## src/rtl/codec_pkg.sv

```systemverilog
// Shared block-codec definitions: block/word geometry and the word order used by
// the decoder, this unpacker and the encoder-side packer.
package codec_pkg;

  localparam int WORD_W          = 32;
  localparam int BLOCK_W         = 128;
  localparam int WORDS_PER_BLOCK = 4;

  typedef logic [BLOCK_W-1:0] block_t;

  // Stream slot i carries block lane WORD_ORDER[i] (y0, z0, y1, z1).
  localparam logic [1:0] WORD_ORDER [WORDS_PER_BLOCK] = '{2'd0, 2'd1, 2'd2, 2'd3};

  function automatic logic [WORD_W-1:0] block_word(input block_t blk, input logic [1:0] slot);
    logic [1:0] lane;
    lane = WORD_ORDER[slot];
    return blk[lane*WORD_W +: WORD_W];
  endfunction

endpackage

```

## src/rtl/block_fifo.sv

```systemverilog
// Block FIFO with registered pointers; a push into a full FIFO is accepted
// only when the head is popped in the same cycle.
module block_fifo #(
  parameter int DEPTH   = 2,
  parameter int BLOCK_W = 128,
  parameter int CW      = $clog2(DEPTH) + 1
) (
  input  logic               clock,
  input  logic               reset,
  input  logic               push,
  input  logic [BLOCK_W-1:0] din,
  input  logic               pop,
  output logic [BLOCK_W-1:0] head,
  output logic               push_ok,
  output logic               full,
  output logic               empty,
  output logic [CW-1:0]      count
);

  localparam int PW = $clog2(DEPTH);

  logic [BLOCK_W-1:0] mem_q [DEPTH];
  logic [PW-1:0]      wr_ptr_q, wr_ptr_d;
  logic [PW-1:0]      rd_ptr_q, rd_ptr_d;
  logic [CW-1:0]      count_q, count_d;
  logic               pop_eff;

  assign full    = (count_q == CW'(DEPTH));
  assign empty   = (count_q == '0);
  assign count   = count_q;
  assign head    = mem_q[rd_ptr_q];
  assign pop_eff = pop & ~empty;
  assign push_ok = push & (~full | pop_eff);

  always_comb begin
    wr_ptr_d = wr_ptr_q;
    rd_ptr_d = rd_ptr_q;
    count_d  = count_q + CW'(push_ok) - CW'(pop_eff);
    if (push_ok) wr_ptr_d = wr_ptr_q + PW'(1);
    if (pop_eff) rd_ptr_d = rd_ptr_q + PW'(1);
  end

  always_ff @(posedge clock or posedge reset) begin
    if (reset) begin
      wr_ptr_q <= '0;
      rd_ptr_q <= '0;
      count_q  <= '0;
    end else begin
      wr_ptr_q <= wr_ptr_d;
      rd_ptr_q <= rd_ptr_d;
      count_q  <= count_d;
    end
  end

  // Storage is unreset; occupancy lives entirely in the pointers and count.
  always_ff @(posedge clock) begin
    if (push_ok) mem_q[wr_ptr_q] <= din;
  end

endmodule

```

## src/rtl/decoded_block_unpacker.sv

```systemverilog
// Captures one decoded 128-bit block per rising edge of done, buffers it, and
// streams it out as four 32-bit words.
module decoded_block_unpacker
  import codec_pkg::*;
#(
  parameter int DEPTH = 2
) (
  input  logic                     clock,
  input  logic                     reset,
  input  logic                     done,
  input  logic [BLOCK_W-1:0]       data_in,
  output logic [WORD_W-1:0]        out_data,
  output logic                     out_valid,
  input  logic                     out_ready,
  output logic                     out_last,
  output logic                     hold,
  output logic                     overflow,
  output logic [$clog2(DEPTH):0]   count
);

  localparam int CW = $clog2(DEPTH) + 1;

  // Output handshake: a word transfers on every cycle where out_valid and
  // out_ready are both high; out_data/out_last hold while out_ready is low.

  logic         done_q, done_d;
  logic [1:0]   wsel_q, wsel_d;
  logic         overflow_q, overflow_d;
  logic         cap, pop_word, final_pop;
  logic         push_ok, full, empty;
  block_t       head;
  logic [CW-1:0] fifo_count;

  assign cap       = done & ~done_q;
  assign pop_word  = out_valid & out_ready;
  assign final_pop = pop_word & (wsel_q == 2'd3);

  block_fifo #(
    .DEPTH   (DEPTH),
    .BLOCK_W (BLOCK_W),
    .CW      (CW)
  ) u_fifo (
    .clock   (clock),
    .reset   (reset),
    .push    (cap),
    .din     (data_in),
    .pop     (final_pop),
    .head    (head),
    .push_ok (push_ok),
    .full    (full),
    .empty   (empty),
    .count   (fifo_count)
  );

  always_comb begin
    done_d     = done;
    wsel_d     = wsel_q;
    overflow_d = overflow_q | (cap & ~push_ok);
    if (pop_word) wsel_d = wsel_q + 2'd1;
  end

  always_ff @(posedge clock or posedge reset) begin
    if (reset) begin
      done_q     <= 1'b0;
      wsel_q     <= 2'd0;
      overflow_q <= 1'b0;
    end else begin
      done_q     <= done_d;
      wsel_q     <= wsel_d;
      overflow_q <= overflow_d;
    end
  end

  assign out_valid = ~empty;
  assign out_data  = out_valid ? block_word(head, wsel_q) : '0;
  assign out_last  = out_valid & (wsel_q == 2'd3);
  assign hold      = full;
  assign overflow  = overflow_q;
  assign count     = fifo_count;

endmodule

```

## config.mk

```make
export PLATFORM = sky130hd
export DESIGN_NAME = decoded_block_unpacker
export DESIGN_NICKNAME = d
export VERILOG_FILES = /design/src/rtl/codec_pkg.sv /design/src/rtl/block_fifo.sv /design/src/rtl/decoded_block_unpacker.sv
export SDC_FILE = /design/constraint.sdc
export NUM_CORES = 1
export LEC_CHECK = 0
export CORE_UTILIZATION = 50
export CTS_BUF_LIST = sky130_fd_sc_hd__clkbuf_4
export CTS_CLUSTER_DIAMETER = 120
export CTS_CLUSTER_SIZE = 28
export DETAILED_ROUTE_END_ITERATION = 16
export PLACE_DENSITY = 0.86
export SYNTH_ARGS = -nofsm -noshare
export SYNTH_HDL_FRONTEND = slang
export SYNTH_SLANG_ARGS = --single-unit
```

## constraint.sdc

```tcl
create_clock -name clock -period 7 [get_ports clock]
set_clock_uncertainty 0.1 [all_clocks]
set_input_delay 1.4 -clock clock [delete_from_list [all_inputs] [get_ports clock]]
set_output_delay 1.4 -clock clock [all_outputs]
set_load 0.01 [all_outputs]
```

==> results of run 1 <==
-- per-stage QoR --
stage	area, um2	instances	hold WS, ps
6_report	12500	1010	398
5_1_grt	12500	1010	448
4_1_cts	12500	1010	406
3_5_place_dp	12400	996	365
3_3_place_gp	12400	996	357
2_1_floorplan	10500	584	373
-- power by group through the flow --
stage | clock network (mW) | logic, mW | registers, mW
after floorplan | 0 | 1.20 | 2.07
after global placement | 0 | 1.78 | 2.14
after detailed placement | 0 | 1.81 | 2.15
after CTS | 0.523 | 1.81 | 2.11
after global routing | 0.575 | 1.93 | 2.14
final | 0.505 | 1.79 | 2.11
-- cells in the final DEF, fill, tap and decap left out --
master           count
o21ai_2              1
dfrtp_4              1
inv_12               1
nand2_1              3
nand2b_2             2
nor2b_1             33
xor2_1               1
and2_4               1
o21ai_1             29
or2_1                2
inv_1                4
clkbuf_4            13
xnor2_1              5
edfxtp_1           256
clkdlybuf4s50_1    169
nor2b_4              1
mux2_2              67
mux2_4              30
buf_4                7
o22ai_1             32
buf_12               1
ha_1                 2
nor3_2               1
a21oi_1              1
and2_1               1
nor3_1              31
a41o_1               1
a211oi_1            33
dfrtp_1              7
nand3_1              1
o21ai_0              2
nand2b_1             1
-- area by class of cell --
| class | instances | area (um2) | share of cell area (%) |
|---|---|---|---|
| Inverter | 4 | 15.0 | 0.120 |
| Clock buffer | 13 | 97.6 | 0.782 |
| Clock inverter | 1 | 16.3 | 0.130 |
| Sequential cell | 264 | 7890 | 63.2 |
| Tap cell | 270 | 338 | 2.71 |
| Timing Repair Buffer | 177 | 1760 | 14.1 |
| Multi-Input combinational cell | 281 | 2360 | 18.9 |
-- cell usage after synthesis (3+ instances only) --
cell	count	area, um2
a211oi_1	33	248
buf_2	11	55.1
buf_4	9	67.6
buf_8	4	60.1
clkbuf_1	7	26.3
dfrtp_1	8	200
edfxtp_1	256	7690
inv_1	4	15.0
mux2_2	67	754
mux2_4	30	450
nand2_1	3	11.3
nand2b_1	3	18.8
nor2b_1	34	213
nor3_1	31	155
o21ai_1	29	145
o22ai_1	32	200
xnor2_1	5	43.8
-- worst paths after layout --
check | startpoint | to | slack (ps) | cells past startpoint
hold / removal | overflow | overflow | 400 | 1
hold reg to reg | overflow | overflow | 400 | 1
min in group asynchronous | reset | wsel_q[0] | 940 | 2
setup / recovery | u_fifo.rd_ptr_q | out_data[25] | 1890 | 5
setup reg to reg | wsel_q[0] | u_fifo.mem_q[1][124] | 4030 | 5
max in group asynchronous | reset | u_fifo.rd_ptr_q | 5600 | 2
-- sequential cells by signal, summed over array words and instances, names as in the netlist --
| signal | flops |
|---|---|
| u_fifo.wr_ptr_q | 1 |
| done_q | 1 |
| u_fifo.count | 2 |
| overflow | 1 |
| u_fifo.mem_q | 256 |
| wsel_q | 2 |
| u_fifo.rd_ptr_q | 1 |
-- layer usage --
layer / up-vias / part of all wire (%) / wire length (um) / GRT usage, %
li1: 2603 / - / - / -
met4: 2 / 1.7 / 332 / 4.17
met5: - / 0.065 / 13 / 0
met1: 2773 / 41 / 8220 / 24.2
met3: 24 / 5.3 / 1070 / 2.83
met2: 152 / 52 / 10400 / 34.1
-- critical path, cell delays in order, from the launching register on --
cell and delay [ps]:
dfrtp_4 1140, buf_4 650, mux2_2 280, o22ai_1 70, nor3_1 280, clkdlybuf4s50_1 590
-- cells by family after synthesis --
group	Yosys count
muxes	97
AOI/OAI and AO/OA	99
and+or+nand+nor	77
xor gates and xnor gates	6
DFF	264
adders and majority gates	2
buffers and inverters	39
==> flow_summary.yaml, run 1 <==
pwr:
  power_frac_clock_pct: 11.5
  p_total_mw: 4.41
  vdd.ir_drop.worst_uv: 211
  power.density_nw_per_um2: 353
  p_leak_nw: 4.03
  p_switching_mw: 1.43
  power_frac_comb_pct: 40.6
  swShare_pct: 32.5
  power_frac_seq_pct: 47.9
  p_int_mw: 2.97
timing:
  hold_viol_final: 0
  worstMarginPinSlew_ps: 1000
  final.setup.tns_ps: 0
  drv_slew: 0
  rsz0062_at_grt: "no"
  setup_viol: 0
  fmax_ghz: 0.196
  finalCritPeriodShare_pct: 72.9
  fin_crit_ps: 5110
  setup_ws_ps: 1890
  slew_headroom_pct: 33.3
drt:
  vias_per_cell: 5.50
  wl_mm: 20.1
  vias: 5554
  ant_nets: 0
  firstDrtPassIters: 5
  wl_per_cell_um: 19.9
  drc: 0
  drtIter0Drc: 236
die:
  fp.dieArea_um2: 21600
  io_pins: 170
  rows: 52
  fp.dieH_um: 147
  start_util_pct: 51.4
  fp.dieW_um: 147
  core_um2: 20400
global_routing:
  grt_usage_pct: 18.9
  antenna_found_initial: 1
  grt_pass1_wl_mm: 31.3
  grt_pass1_vias: 5911
  grt_max_degree: 129
  grt_overflow: 0
yosys:
  synth.area.mux_share_pct: 11.5
  synth_top_family_by_area: "multiplexers"
  seq_area_frac_synth_pct: 75.2
  synth-seq-cells: 264
  ys.flop_type: "edfxtp_1"
  syn-num-nets: 718
  async_flop_share_pct: 3.03
  synth_warnings: 0
  synth-simple-area-share_pct: 4.17
  avgSynthCellArea_um2: 18.0
  syn-instance-count: 584
  synth_edf_count: 256
  netlist_area_um2: 10500
  synthAdderAreaFrac_pct: 0.239
  synth_compound_area_share_pct: 5.97
  synth_xor_area_share_pct: 0.501
  ys_types: 29
setup_path:
  startpoint_type: "flip-flop"
  crit_type: "flip-flop to output pin"
  cp.arrival_ps: 3610
  crit_fanout: 75
  worstPathRequired_ps: 5500
  cp-end-kind: "output pin"
status:
  status: "complete, no violations"
cells_and_area:
  finish.utilization_pct: 61.1
  antenna_cells: 0
  layout-drive-gt1-share_pct: 17.0
  syn2layout_area_growth_pct: 19.0
  fillCellCount: 1521
  final_nets: 875
clock_network:
  cts_hold_buf: 0
  numCtsBuffers: 13
  clk_latency_ps: 570
  cts_buffer_depth: 3
  cts-root-buf: "clkbuf_4"
  cts.sinks: 264
  clk_pin_slew_ps: 200
  cts_htree_levels: 1
  cts_setup_buffers: 0
  cts_tree: "yes"
  cts_resized: 0
min_path:
  hold_class: "flip-flop to flip-flop"
placement:
  gp_congestion: 0.745
  port_buffers: 169
  dpl.hpwl_mm: 12.8
  place_ws_ps: 2490
run:
  maxCapViolations: 0
No activity file was read; power rests on OpenSTA's default activity.
==> inputs of run 2 (changes only) <==
==> constraint.sdc (replaced) <==
create_clock -name clock -period 4.55 [get_ports clock]
set_clock_uncertainty 0.1 [all_clocks]
set_input_delay 0.91 -clock clock [delete_from_list [all_inputs] [get_ports clock]]
set_output_delay 0.91 -clock clock [all_outputs]
set_load 0.01 [all_outputs]
==> run 2 against run 1 <==
Compared with the run above: worst setup slack worse by 1700 ps; clock power up 64%; hold slack worse by 52 ps; largest power group unchanged; highest routed layer unchanged; wire length grew 2.1%; register-to-register slack got worse by 2000 ps; sequential cell count unchanged; core utilization rose by 0.53 points.
==> flow_summary.yaml, run 2 (same netlist as run 1, synthesis figures left out) <==
drt:
  ant_nets: 0
  vias_per_cell: 5.52
  firstDrtPassIters: 4
  wl_mm: 20.5
  drtIter0Drc: 368
  vias: 5625
  wl_per_cell_um: 20.1
  drc: 0
status:
  status: "complete, no violations"
die:
  fp.dieW_um: 147
  fp.dieArea_um2: 21600
  io_pins: 170
  rows: 52
  fp.dieH_um: 147
  start_util_pct: 51.4
  core_um2: 20400
cells_and_area:
  regMostFlops: "u_fifo.mem_q"
  largest_reg_flops: 256
  fin_area_um2: 12600
  final_nets: 880
  mostFrequentLayoutCells: "256 x edfxtp_1, 169 x clkdlybuf4s50_1, 67 x mux2_2"
  layout-drive-gt1-share_pct: 17.8
  final_common_cell: "edfxtp_1"
  syn2layout_area_growth_pct: 20.0
setup_path:
  slowest_delay_ps: 1230
  crit_buf_inv: 2
  worstPathRequired_ps: 3540
  crit_chain: "buf_12, mux2_2, o22ai_1, nor3_1, clkdlybuf4s50_1"
  crit_type: "flip-flop to output pin"
  startpoint_type: "flip-flop"
  cp-end-kind: "output pin"
  cp_top_family: "flip-flops"
  slowest_stage: "dfrtp_4"
  crit_fanout: 82
  cp.arrival_ps: 3360
timing:
  holdWs_ps: 346
  final.setup.tns_ps: 0
  fmax_ghz: 0.229
  slew_headroom_pct: 23.6
  rsz0062_at_grt: "no"
  worstMarginPinSlew_ps: 1150
  setup_viol: 0
  hold_viol_final: 0
  drv_slew: 0
  fin_crit_ps: 4370
  finalCritPeriodShare_pct: 96.0
pwr:
  power_frac_clock_pct: 12.0
  power_frac_seq_pct: 47.2
  p_switching_mw: 2.27
  power_frac_comb_pct: 40.9
  swShare_pct: 32.7
  p_int_mw: 4.66
  p_total_mw: 6.92
  p_leak_nw: 4.09
  power.density_nw_per_um2: 550
  vdd.ir_drop.worst_uv: 486
min_path:
  hold_class: "input pin to async pin"
global_routing:
  grt_overflow: 0
  grt_pass1_wl_mm: 31.9
  grt_pass1_vias: 5934
  grt_usage_pct: 19.2
  grt_max_degree: 83
  antenna_found_initial: 2
clock_network:
  numCtsBuffers: 13
  clk_pin_slew_ps: 260
  cts.sinks: 264
  cts_htree_levels: 1
  cts_tree: "yes"
  clk_latency_ps: 650
  cts_buffer_depth: 3
  cts-root-buf: "clkbuf_4"
placement:
  port_buffers: 169
  dpl_cell_area_um2: 12500
  dpl.hpwl_mm: 13.0
  gp_congestion: 0.755
run:
  maxCapViolations: 0
-- run 2: cell types whose count changed in the layout (fill, tap and decap cells not counted), moves of 2 or more --
cell      change
clkbuf_4      +3
buf_12        +4
nand2b_2      -2
nand2b_1      +2
-- run 2: power by group through the flow --
stage	Sequential, mW	Combinational, mW	Clock [mW]
floorplan	3.17	1.84	0
global placement	3.30	2.78	0
detailed placement	3.32	2.85	0
CTS	3.27	2.86	0.855
global route	3.30	3.03	0.932
finish	3.26	2.83	0.828
-- run 2: layout make-up --
type / instances / area (um2)
multi-input cells: 281 / 2360
well taps: 270 / 338
clock inverters: 1 / 16.3
diodes: 1 / 2.50
repair buffers: 182 / 1850
fillers: 1523 / 7840
clock buffers: 16 / 120
inverters: 4 / 15.0
flip-flops and latches: 264 / 7890
-- run 2: per-layer routing --
metal  global-route usage [%]  up-vias  part of all wire, %
li1                         -     2619                    -
met3                     3.48       24                  5.9
met5                        0        -                0.068
met1                     25.2     2819                   42
met4                     4.11        2                  1.3
met2                     33.3      161                   51
-- run 2: timing repair --
item,in CTS,in global routing
endpoints found under the setup margin,0,4
resized for setup,0,1
hold endpoints to repair,0,0
buffers inserted,0,0
hold buffers,0,0
-- run 2: worst paths after layout --
| path | from | slack [ps] | endpoint | cells after the start |
|---|---|---|---|---|
| setup / recovery | u_fifo.rd_ptr_q | 180 | out_data[16] | 5 |
| hold / removal | reset | 350 | wsel_q[1] | 2 |
| setup reg to reg | wsel_q[1] | 1990 | u_fifo.mem_q[0][125] | 5 |
| hold reg to reg | overflow | 410 | overflow | 1 |
| max in group asynchronous | reset | 3680 | u_fifo.rd_ptr_q | 2 |
| min in group clock | overflow | 410 | overflow | 1 |
-- run 2: through the flow --
stage / setup slack (ps) / util (%) / std cells
final: 183 / 61.6 / 1019
after global routing: 2.93 / 61.6 / 1018
after CTS: 124 / 61.6 / 1018
after detailed placement: 856 / 61.0 / 1001
after global placement: 906 / 61.0 / 1001
after floorplan: 751 / - / 584
==> inputs of run 3 (changes only) <==
--- a/config.mk
+++ b/config.mk
@@ -5,10 +5,13 @@
 export SDC_FILE = /design/constraint.sdc
 export NUM_CORES = 1
 export LEC_CHECK = 0
-export CORE_UTILIZATION = 50
+export CELL_PAD_IN_SITES_DETAIL_PLACEMENT = 1
+export CELL_PAD_IN_SITES_GLOBAL_PLACEMENT = 1
+export CORE_MARGIN = 5
+export CORE_UTILIZATION = 42
 export CTS_BUF_LIST = sky130_fd_sc_hd__clkbuf_4
 export CTS_CLUSTER_DIAMETER = 120
-export CTS_CLUSTER_SIZE = 28
+export CTS_CLUSTER_SIZE = 20
 export DETAILED_ROUTE_END_ITERATION = 16
 export PLACE_DENSITY = 0.86
 export SYNTH_ARGS = -nofsm -noshare
==> run 3 against run 2 <==
Compared with the run above: combinational power up 5%; worst setup slack better by 230 ps; sequential power down 1%; global-route usage down 2.3 points; wire length up 20%; design area up 1.4%; fmax up 5.6%; final cell count up 6.5%; sequential cell count unchanged; sequential share of layout area down 0.86 points; die area up 31%; highest routed layer is now met4; total power up 2.6%.
==> flow_summary.yaml, run 3 (same netlist as run 1, synthesis figures left out) <==
status:
  status: "complete, no violations"
clock_network:
  cts-root-buf: "clkbuf_4"
  clk_latency_ps: 660
  numCtsBuffers: 17
  cts_htree_levels: 1
  cts_hold_buf: 0
  clk_pin_slew_ps: 200
  cts.sinks: 264
  cts_buffer_depth: 3
  cts_setup_buffers: 0
  cts_resized: 0
  cts_tree: "yes"
global_routing:
  grt_overflow: 0
  antenna_found_initial: 1
  grt_max_degree: 49
  grt_pass1_wl_mm: 37.2
  grt_pass1_vias: 6471
  grt_usage_pct: 16.9
setup_path:
  startpoint_type: "flip-flop"
  worstPathRequired_ps: 3540
  crit_fanout: 47
  cp-end-kind: "output pin"
  cp.arrival_ps: 3130
  r2r_start: "wsel_q[0]"
  crit_start: "u_fifo.rd_ptr_q"
  crit_type: "flip-flop to output pin"
pwr:
  power_frac_comb_pct: 41.8
  vdd.ir_drop.worst_uv: 364
  p_leak_nw: 4.15
  power.density_nw_per_um2: 557
  power_frac_clock_pct: 12.9
  p_int_mw: 4.73
  p_total_mw: 7.11
  p_switching_mw: 2.37
  swShare_pct: 33.4
  power_frac_seq_pct: 45.3
drt:
  wl_met1_mm: 10.1
  drc: 0
  ant_nets: 0
  vias: 5814
  drtIter0Drc: 333
  wl_per_cell_um: 22.7
  dr_wl_met3_mm: 1.15
  dr_wl_met2_mm: 12.9
  wl_mm: 24.6
  firstDrtPassIters: 4
  top_layer: "met4"
  vias_per_cell: 5.36
die:
  fp.dieW_um: 168
  start_util_pct: 42.9
  fp.dieArea_um2: 28200
  fp.dieH_um: 168
  core_um2: 24500
  io_pins: 170
  rows: 57
timing:
  rsz0062_at_grt: "no"
  fin_crit_ps: 4140
  worstMarginPinSlew_ps: 903
  drv_slew: 0
  hold_viol_final: 0
  fmax_ghz: 0.242
  setup_viol: 0
  holdWs_ps: 376
  slew_headroom_pct: 39.8
  final.setup.tns_ps: 0
  finalCritPeriodShare_pct: 90.9
placement:
  port_buffers: 169
  gp_congestion: 0.760
  dpl_cell_area_um2: 12600
  dpl.hpwl_mm: 16.9
cells_and_area:
  finish.utilization_pct: 52.2
  syn2layout_area_growth_pct: 21.7
  multi_input_area_um2: 2360
  largest_reg_flops: 256
  regMostFlops: "u_fifo.mem_q"
  fillCellCount: 2300
  mostFrequentLayoutCells: "256 x edfxtp_1, 169 x clkdlybuf4s50_1, 67 x mux2_2"
  fin_area_um2: 12800
  regArea_um2: 7890
  final_nets: 890
  final_common_cell: "edfxtp_1"
  layout-drive-gt1-share_pct: 19.2
run:
  maxCapViolations: 0
min_path:
  hold_class: "input pin to async pin"
run 3: final cells by class:
class / count / share of cell area [%]
multi-input cells: 281 / 18.5
clock inverters: 1 / 0.127
clock buffers: 22 / 1.29
diodes: 1 / 0.0196
well taps: 324 / 3.18
repair buffers: 188 / 15.0
inverters: 4 / 0.118
flip-flops and latches: 264 / 61.8
run 3: path summary, 6_finish.rpt:
kind | to | slack, ps | cells past startpoint
hold reg to reg | overflow | 450 | 1
setup / recovery | out_data[6] | 410 | 5
min in group clock | overflow | 450 | 1
max in group asynchronous | u_fifo.count[1] | 3670 | 2
setup reg to reg | u_fifo.mem_q[0][18] | 1790 | 5
hold / removal | u_fifo.count[0] | 380 | 2
run 3: stage by stage:
step | cells | setup WS [ps]
6_report | 1085 | 413
5_1_grt | 1085 | 204
4_1_cts | 1084 | 357
3_5_place_dp | 1061 | 1080
3_3_place_gp | 1061 | 1170
2_1_floorplan | 584 | 751
run 3: critical path: stages (launching register included):
cell and delay [ps]:
dfrtp_4 920, buf_4 380, mux2_2 210, o22ai_1 90, nor3_1 270, clkdlybuf4s50_1 590
run 3: power by group through the flow:
stage | combinational, mW | sequential [mW] | clock (mW)
final | 2.97 | 3.22 | 0.915
after global routing | 3.18 | 3.25 | 1.06
after CTS | 3.02 | 3.22 | 0.960
after detailed placement | 3.00 | 3.28 | 0
after global placement | 2.93 | 3.25 | 0
after floorplan | 1.84 | 3.17 | 0
run 3: layer usage:
| metal | vias to the layer above | global-route usage [%] |
|---|---|---|
| met5 | - | 0 |
| met4 | 0 | 3.18 |
| met3 | 25 | 2.77 |
| met2 | 164 | 30.7 |
| met1 | 2989 | 21.5 |
| li1 | 2636 | - |
